===== config.mk =====
export PLATFORM = sky130hd
export DESIGN_NAME = id_ex_stage
export DESIGN_NICKNAME = d
export VERILOG_FILES = /design/src/rtl/cpu_pkg.sv /design/src/rtl/hazard_detect.sv /design/src/rtl/id_ex_stage.sv
export SDC_FILE = /design/constraint.sdc
export NUM_CORES = 1
export LEC_CHECK = 0
export BUFFER_PORTS_ARGS = -buffer_cell sky130_fd_sc_hd__buf_2
export CAP_MARGIN = 40
export CORE_AREA = 2 2 172 174
export DETAILED_ROUTE_END_ITERATION = 10
export DIE_AREA = 0 0 174 176
export PLACE_DENSITY_LB_ADDON = 0.15
export SKIP_CTS_REPAIR_TIMING = 1
export SLEW_MARGIN = 20
export SYNTH_ARGS = -nofsm -noshare
export SYNTH_HDL_FRONTEND = slang
export SYNTH_HIERARCHICAL = 1
export SYNTH_SLANG_ARGS = --single-unit

===== constraint.sdc =====
create_clock -name clk -period 7.5 [get_ports clk]
set_input_delay 0.75 -clock clk [delete_from_list [all_inputs] [get_ports clk]]
set_output_delay 0.75 -clock clk [all_outputs]
set_load 0.01 [all_outputs]

===== src/rtl/cpu_pkg.sv =====
// Shared pipeline types: decoded control bundle, zero-register index and the
// ID/EX stall state encoding.
package cpu_pkg;

  localparam logic [4:0] XZR = 5'd31;

  typedef struct packed {
    logic       reg_write;
    logic       mem_read;
    logic       mem_write;
    logic       mem_to_reg;
    logic       alu_src;
    logic       use_rs1;
    logic       use_rs2;
    logic [3:0] alu_op;
  } ctrl_t;

  typedef enum logic {
    RUN  = 1'b0,
    HOLD = 1'b1
  } state_e;

endpackage


===== src/rtl/hazard_detect.sv =====
// Load-use hazard detector: stalls ID for one cycle when the load in EX
// writes a register that the instruction in ID is about to read.
module hazard_detect
  import cpu_pkg::*;
#(
  parameter int REG_W = 5
) (
  input  logic             reset,
  input  logic             flush,
  input  logic             hold,
  input  logic             id_valid,
  input  logic             id_use_rs1,
  input  logic             id_use_rs2,
  input  logic [REG_W-1:0] id_rs1,
  input  logic [REG_W-1:0] id_rs2,
  input  logic             ex_valid,
  input  logic             ex_mem_read,
  input  logic [REG_W-1:0] ex_rd,
  output logic             stall_id
);

  logic ex_is_load;
  logic rs1_hit;
  logic rs2_hit;

  // A load targeting XZR never produces a value, so it cannot create a hazard.
  assign ex_is_load = ex_valid && ex_mem_read && (ex_rd != REG_W'(XZR));
  assign rs1_hit    = id_use_rs1 && (id_rs1 == ex_rd);
  assign rs2_hit    = id_use_rs2 && (id_rs2 == ex_rd);

  // In HOLD the bubble already sits in EX, so the hazard is resolved.
  assign stall_id = !reset && !flush && !hold && id_valid && ex_is_load
                    && (rs1_hit || rs2_hit);

endmodule


===== src/rtl/id_ex_stage.sv =====
// ID/EX pipeline register with load-use bubble insertion, flush squash and a
// saturating stall-cycle counter.
module id_ex_stage
  import cpu_pkg::*;
#(
  parameter int DATA_W = 64,
  parameter int REG_W  = 5
) (
  input  logic              clk,
  input  logic              reset,
  input  logic              id_valid,
  input  ctrl_t             id_ctrl,
  input  logic [REG_W-1:0]  id_rs1,
  input  logic [REG_W-1:0]  id_rs2,
  input  logic [REG_W-1:0]  id_rd,
  input  logic [DATA_W-1:0] id_a,
  input  logic [DATA_W-1:0] id_b,
  input  logic [DATA_W-1:0] id_imm,
  input  logic              flush,
  output logic              ex_valid,
  output ctrl_t             ex_ctrl,
  output logic [REG_W-1:0]  ex_rd,
  output logic [DATA_W-1:0] ex_a,
  output logic [DATA_W-1:0] ex_b,
  output logic [DATA_W-1:0] ex_imm,
  output logic              stall_id,
  output logic [15:0]       stall_cnt
);

  state_e state_q;
  state_e state_d;
  logic   bubble;
  ctrl_t  ctrl_in;

  hazard_detect #(.REG_W(REG_W)) u_hazard (
    .reset       (reset),
    .flush       (flush),
    .hold        (state_q == HOLD),
    .id_valid    (id_valid),
    .id_use_rs1  (id_ctrl.use_rs1),
    .id_use_rs2  (id_ctrl.use_rs2),
    .id_rs1      (id_rs1),
    .id_rs2      (id_rs2),
    .ex_valid    (ex_valid),
    .ex_mem_read (ex_ctrl.mem_read),
    .ex_rd       (ex_rd),
    .stall_id    (stall_id)
  );

  assign bubble = flush || stall_id || !id_valid;

  // NOTE: every variable assigned in always_comb gets a default first, so no
  // path leaves it unassigned and no latch is inferred.
  always_comb begin
    state_d = RUN;
    ctrl_in = id_ctrl;
    if (id_rd == REG_W'(XZR)) ctrl_in.reg_write = 1'b0;
    if (state_q == RUN && stall_id) state_d = HOLD;
  end

  // NOTE: state registers use non-blocking assignments so every flop samples
  // pre-edge values regardless of block ordering.
  always_ff @(posedge clk or posedge reset) begin
    if (reset) begin
      state_q  <= RUN;
      ex_valid <= 1'b0;
      ex_ctrl  <= '0;
      ex_rd    <= '0;
      ex_a     <= '0;
      ex_b     <= '0;
      ex_imm   <= '0;
    end else begin
      state_q <= state_d;
      if (bubble) begin
        ex_valid <= 1'b0;
        ex_ctrl  <= '0;
        ex_rd    <= '0;
        ex_a     <= '0;
        ex_b     <= '0;
        ex_imm   <= '0;
      end else begin
        ex_valid <= 1'b1;
        ex_ctrl  <= ctrl_in;
        ex_rd    <= id_rd;
        ex_a     <= id_a;
        ex_b     <= id_b;
        ex_imm   <= id_imm;
      end
    end
  end

  always_ff @(posedge clk or posedge reset) begin
    if (reset)                              stall_cnt <= '0;
    else if (stall_id && stall_cnt != '1)   stall_cnt <= stall_cnt + 16'd1;
  end

endmodule


==> metrics.txt, run 1 <==
Crit Path Class register to primary output; Die X 174 um; final hold vios 0; Synth area leader dfrtp_1; setup TNS 0 ns; Clock Sinks 226; router iterations before antenna repair 6; Layout area overhead 48.44%; vias per inst 3.979; Port Buf Inserts 447; Worst VDD drop 0.1400 mV; type of origin of the critical path register; reg2reg setup slack 4.83 ns; share of the synthesized area in the top cell type 0.7394; first-pass GRT wire length 35580 um; number of distinct library cells after synthesis 32; layout cell share with drive strength beyond 1 0.4951; Vias 5611; final estimated routing congestion in global placement 0.7597; # setup viols final 0; Rows 62; All-Layer GR Usage 0.1519; reg2reg path depth 8; Cell Count, Final, Fillers Out 1410; post-route cell area 11350 sq um; worst flop-to-flop path endpoint stall_cnt[12]; adder-cell share of the synthesized area 0.001636; CTS Buf Count 27; register area share after synthesis 0.7394; DR WL/cell 17.03 um; ys async rst share 1.000; HPWL after DPL 17830 um; Highest Clock Rate 0.3241 GHz; CTS Root Cell clkbuf_16; Clk pin slew, worst setup/hold paths 0.06 ns; Worst EP arrival 2.34 ns; simple-gate share of the synthesized area 0.2087; H-Tree Depth 1; Clock Latency Late Sink 0.54 ns; DRC viols 0; ys flop type dfrtp_1; synth top area cells dfrtp_1 (74%), and2_1 (17%), xor2_1 (1.5%), clkbuf_1 (1.0%), xnor2_1 (0.69%); antenna violations before repair 2; number of synthesized flops with an enable pin 0; Slew Limit Fails 0; largest net degree at the start of global routing 105; Static Leak 6.463 nW; Post-Place Cells 1356; final worst-path cycle share 0.4113; Cell Area, Placed 10370 sq um; starting DRC count in detailed routing 167; largest family of logic cells by synthesized area simple AND/OR/NAND/NOR gates; Mapped Cells 543; final worst-path setup slack 4.415 ns; Compound-Gate Fraction of Synth Area 0.01194; XOR/XNOR share of the synthesized area 0.02176; Mean Syn Cell Area 14.09 sq um; cell area after synthesis 7649 sq um; Synth Register Bits 226; Final Skew 0.02451 ns; Die Span Y 176 um; global route overflow 0; Post-DRT Antenna Nets 0; post-route minimum period 3.085 ns; core area 28550 sq um; Mapped Nets 766; Setup Slack @ Placement 4.491 ns; reg2reg start ex_rd[1]; HP Class input pin to asynchronous set/reset pin; Synth Warn # 6; Total Nets Final 1227; I/O pin count 448; Initial Util 0.2679; die area 30620 sq um; max_slew headroom 0.6014; Worst EP required 6.75 ns; CTS max path bufs 3; multiplexer share of the synthesized area 0.003435; CTS tree done; max_cap viols 0; worst-margin pin slew 0.5979 ns; final wirelength 24020 um; unrepaired setup endpoints after global routing no; Critical Path End Type primary output; Power Density 245.4 nW/um^2; outcome complete, no violations; vias in the first global route 5855; CP Max Fanout 8
-- Yosys cell counts (2+ instances only) --
cell type and n:
dfrtp_1 226, and2_1 208, clkbuf_1 21, xor2_1 13, nand2_1 10, nand3_1 8, xnor2_1 6, and3_1 5
nand4_1 5, nor3_1 5, a21oi_1 4, nor4_1 4, and4_1 3, o21ai_0 3, buf_2 2, nand3_2 2
nor2_1 2, o21a_1 2
-- routing by layer --
layer | up-vias | track usage | part of all wire
met2 | 288 | 0.2625 | 0.50
met5 | - | 0 | 0
met3 | 37 | 0.06460 | 0.11
met1 | 2651 | 0.1754 | 0.37
met4 | 0 | 0.03501 | 0.021
li1 | 2635 | - | -
-- kinds of logic after synthesis --
kind of cell	count (synthesis)
simple gates	257
buf+inv	25
compound gates	13
xor+xnor	19
fa+ha+maj	1
mux	2
flops	226
-- final cells by class --
class / instances / area (sq um)
sequential: 226 / 5655
clock buffer: 40 / 784.5
tap: 384 / 480.5
multi-input combinational: 292 / 1898
antenna: 2 / 5.005
timing repair buffer: 456 / 2405
clock inverter: 9 / 113.9
fill: 2883 / 17190
inverter: 1 / 11.26
-- state kept, by name, indices dropped and copies added (netlist names) --
name / flops
ex_valid: 1
state_q: 1
ex_b: 64
ex_ctrl: 11
ex_imm: 64
ex_rd: 5
ex_a: 64
stall_cnt: 16
-- worst max-delay path, cell delays in order (launching register included) --
cell	delay (ns)
dfrtp_1	0.47
xor2_1	0.19
nor4_1	0.29
nand3_1	0.11
a21oi_1	0.51
buf_2	0.25
-- per-stage QoR --
| step | utilization | power (W) | hold WS [ns] |
|---|---|---|---|
| 6_report | 0.3977 | 0.002786 | 0.2215 |
| 3_5_place_dp | 0.3632 | 0.001509 | 0.4316 |
| 5_1_grt | 0.3977 | 0.002916 | 0.2222 |
| 4_1_cts | 0.3946 | 0.002838 | 0.3736 |
| 2_1_floorplan | - | 0.001382 | 0.3935 |
| 3_3_place_gp | 0.3612 | 0.001505 | 0.4169 |
-- cells in the final DEF, fill, tap and decap left out, types with 6 or more instances in the layout --
master	n
nand2_1	10
nand3_1	8
dfrtp_1	226
buf_2	447
and2_1	208
xor2_1	13
xnor2_1	6
clkbuf_8	6
clkbuf_16	27
clkbuf_1	7
-- how the worst max path moves through the flow --
stage | cells after the start | from | to
after global placement | 9 | id_rs2[1] | stall_cnt[12]
after global routing | 5 | ex_rd[1] | stall_id
after detailed placement | 9 | id_rs2[1] | stall_cnt[12]
after floorplan | 1 | reset | ex_a[0]
final | 5 | ex_rd[1] | stall_id
after CTS | 5 | ex_rd[1] | stall_id
-- power by group --
group	switching, W	total (W)	internal, W
logic	0.000111	0.000212	0.000101
clock network	0.000506	0.00130	0.000793
registers	0.0000122	0.00127	0.00126
No activity file was read; power rests on OpenSTA's default activity.
==> run 2: changes to the inputs <==
==> constraint.sdc (replaced) <==
create_clock -name clk -period 3.1 [get_ports clk]
set_input_delay 0.31 -clock clk [delete_from_list [all_inputs] [get_ports clk]]
set_output_delay 0.31 -clock clk [all_outputs]
set_load 0.01 [all_outputs]
==> metrics.txt, run 2 (synthesis results as in run 1) <==
outcome complete, but fails checks; failing checks hold timing; largest net degree at the start of global routing 132; unrepaired setup endpoints after global routing no; max_slew headroom 0.5767; highest-count cells in the layout ignoring fill and taps buf_2 (447), dfrtp_1 (226), and2_1 (208); critical path's top delay family buffers and inverters; most common cell after layout, fill and taps aside buf_2; H-Tree Depth 1; Die Span Y 176 um; Worst VDD drop 0.4681 mV; Slew Limit Fails 0; critical-path cell list xor2_1 > nor4_1 > nand3_1 > a21oi_1 > nor3b_2 > buf_12 > nand2_1 > a31oi_1 > dlygate4sd3_1; Vias 6095; post-route cell area 12700 sq um; CTS tree done; Die X 174 um; global route overflow 0; first-pass GRT wire length 34360 um; Critical Path End Type register; Setup Slack @ Placement 0.4761 ns; router iterations before antenna repair 4; top sig layer met4; Final Skew 0.005774 ns; Fill cells 2746; post-route minimum period 2.732 ns; CTS Root Cell clkbuf_16; vias per inst 3.935; CTS Buf Count 26; die area 30620 sq um; NetSw 0.001474 W; max_cap viols 0; layout cell share with drive strength beyond 1 0.4292; final worst-path cycle share 0.8813; WL met2 12010 um; CP bufs+invs 2; Internal 0.005105 W; clock network power share 0.431; Power Density 518.1 nW/um^2; HPWL after DPL 16760 um; Cell Area, Placed 10400 sq um; Post-DRT Antenna Nets 0; # setup viols final 0; antenna violations before repair 0; final estimated routing congestion in global placement 0.7814; I/O pin count 448; Port Buf Inserts 447; final worst hold slack -0.004860 ns; biggest regs ex_a (64), ex_b (64), ex_imm (64); Clock Latency Late Sink 0.52 ns; Met3 Routed Length 2299 um; CP Max Fanout 131; slowest CP cell dlygate4sd3_1; combinational power share 0.100; DRC viols 0; Seq pwr share 0.468; Worst EP arrival 3.13 ns; core area 28550 sq um; Slowest Stage Delay on Critical Path 0.55 ns; Initial Util 0.2679; final hold vios 6; Highest Clock Rate 0.3660 GHz; starting DRC count in detailed routing 163; Clock Sinks 226; worst-margin pin slew 0.6349 ns; met1 wire length 8873 um; final wirelength 23770 um; Layout area overhead 66.01%; CTS max path bufs 3; Static Leak 7.008 nW; Clk pin slew, worst setup/hold paths 0.06 ns; Total Nets Final 1375; Rows 62; final worst-path setup slack 0.3678 ns; type of origin of the critical path register; All-Layer GR Usage 0.1440; Worst EP required 3.50 ns; antenna cells 0; HP Class input pin to register; Crit Path Class register to register; DR WL/cell 15.35 um; vias in the first global route 5755; sw frac 0.2240
-- run 2: worst register-to-register path: stages (launching register included) --
cell and delay (ns):
dfrtp_1 0.41, xor2_1 0.17, nor4_1 0.30, nand3_1 0.11, a21oi_1 0.52, nor3b_2 0.15, buf_12 0.23, nand2_1 0.14
a31oi_1 0.04, dlygate4sd3_1 0.55
-- run 2: worst paths after layout --
kind,endpoint,from,slack [ns],cells after the start
max reg2reg,ex_ctrl[10],ex_rd[1],0.37,9
max in group asynchronous,ex_b[2],reset,2.06,5
min,ex_a[15],id_a[15],-0.005,2
min in group asynchronous,ex_a[61],reset,0.25,3
max,ex_ctrl[10],ex_rd[1],0.37,9
min reg2reg,state_q,state_q,0.44,1
-- run 2: per-stage QoR --
stage          utilization  cells  TNS [ns]  hold WS, ns  power (W)
3_5_place_dp        0.3644   1358         0       0.4328   0.003647
2_1_floorplan            -    543    -36.61       0.3935   0.003343
3_3_place_gp        0.3644   1358         0       0.4402   0.003649
5_1_grt             0.4448   1549         0    0.0009401   0.006899
4_1_cts             0.3918   1399         0     -0.07334   0.006545
6_report            0.4448   1549         0    -0.004860   0.006579
-- run 2: area by class of cell --
class	count	area, sq um	area share
clock buffer	38	767.0	0.06041
clock inverter	3	17.52	0.001380
inverter	1	7.507	0.0005912
multi-input combinational	292	1898	0.1495
sequential	226	5655	0.4454
tap	384	480.5	0.03784
timing repair buffer	605	3871	0.3049
-- run 2: metal layers --
| layer | track usage | vias up |
|---|---|---|
| met4 | 0.03817 | 0 |
| met2 | 0.2503 | 285 |
| met5 | 0 | - |
| met3 | 0.06245 | 38 |
| met1 | 0.1620 | 2853 |
| li1 | - | 2919 |
-- run 2: power by group through the flow --
stage                     registers [W]  logic, W  clock network, W
final                           0.00308  0.000659           0.00284
after global routing            0.00309  0.000727           0.00308
after CTS                       0.00308  0.000516           0.00295
after detailed placement        0.00313  0.000515                 0
after global placement          0.00313  0.000517                 0
after floorplan                 0.00320  0.000147                 0
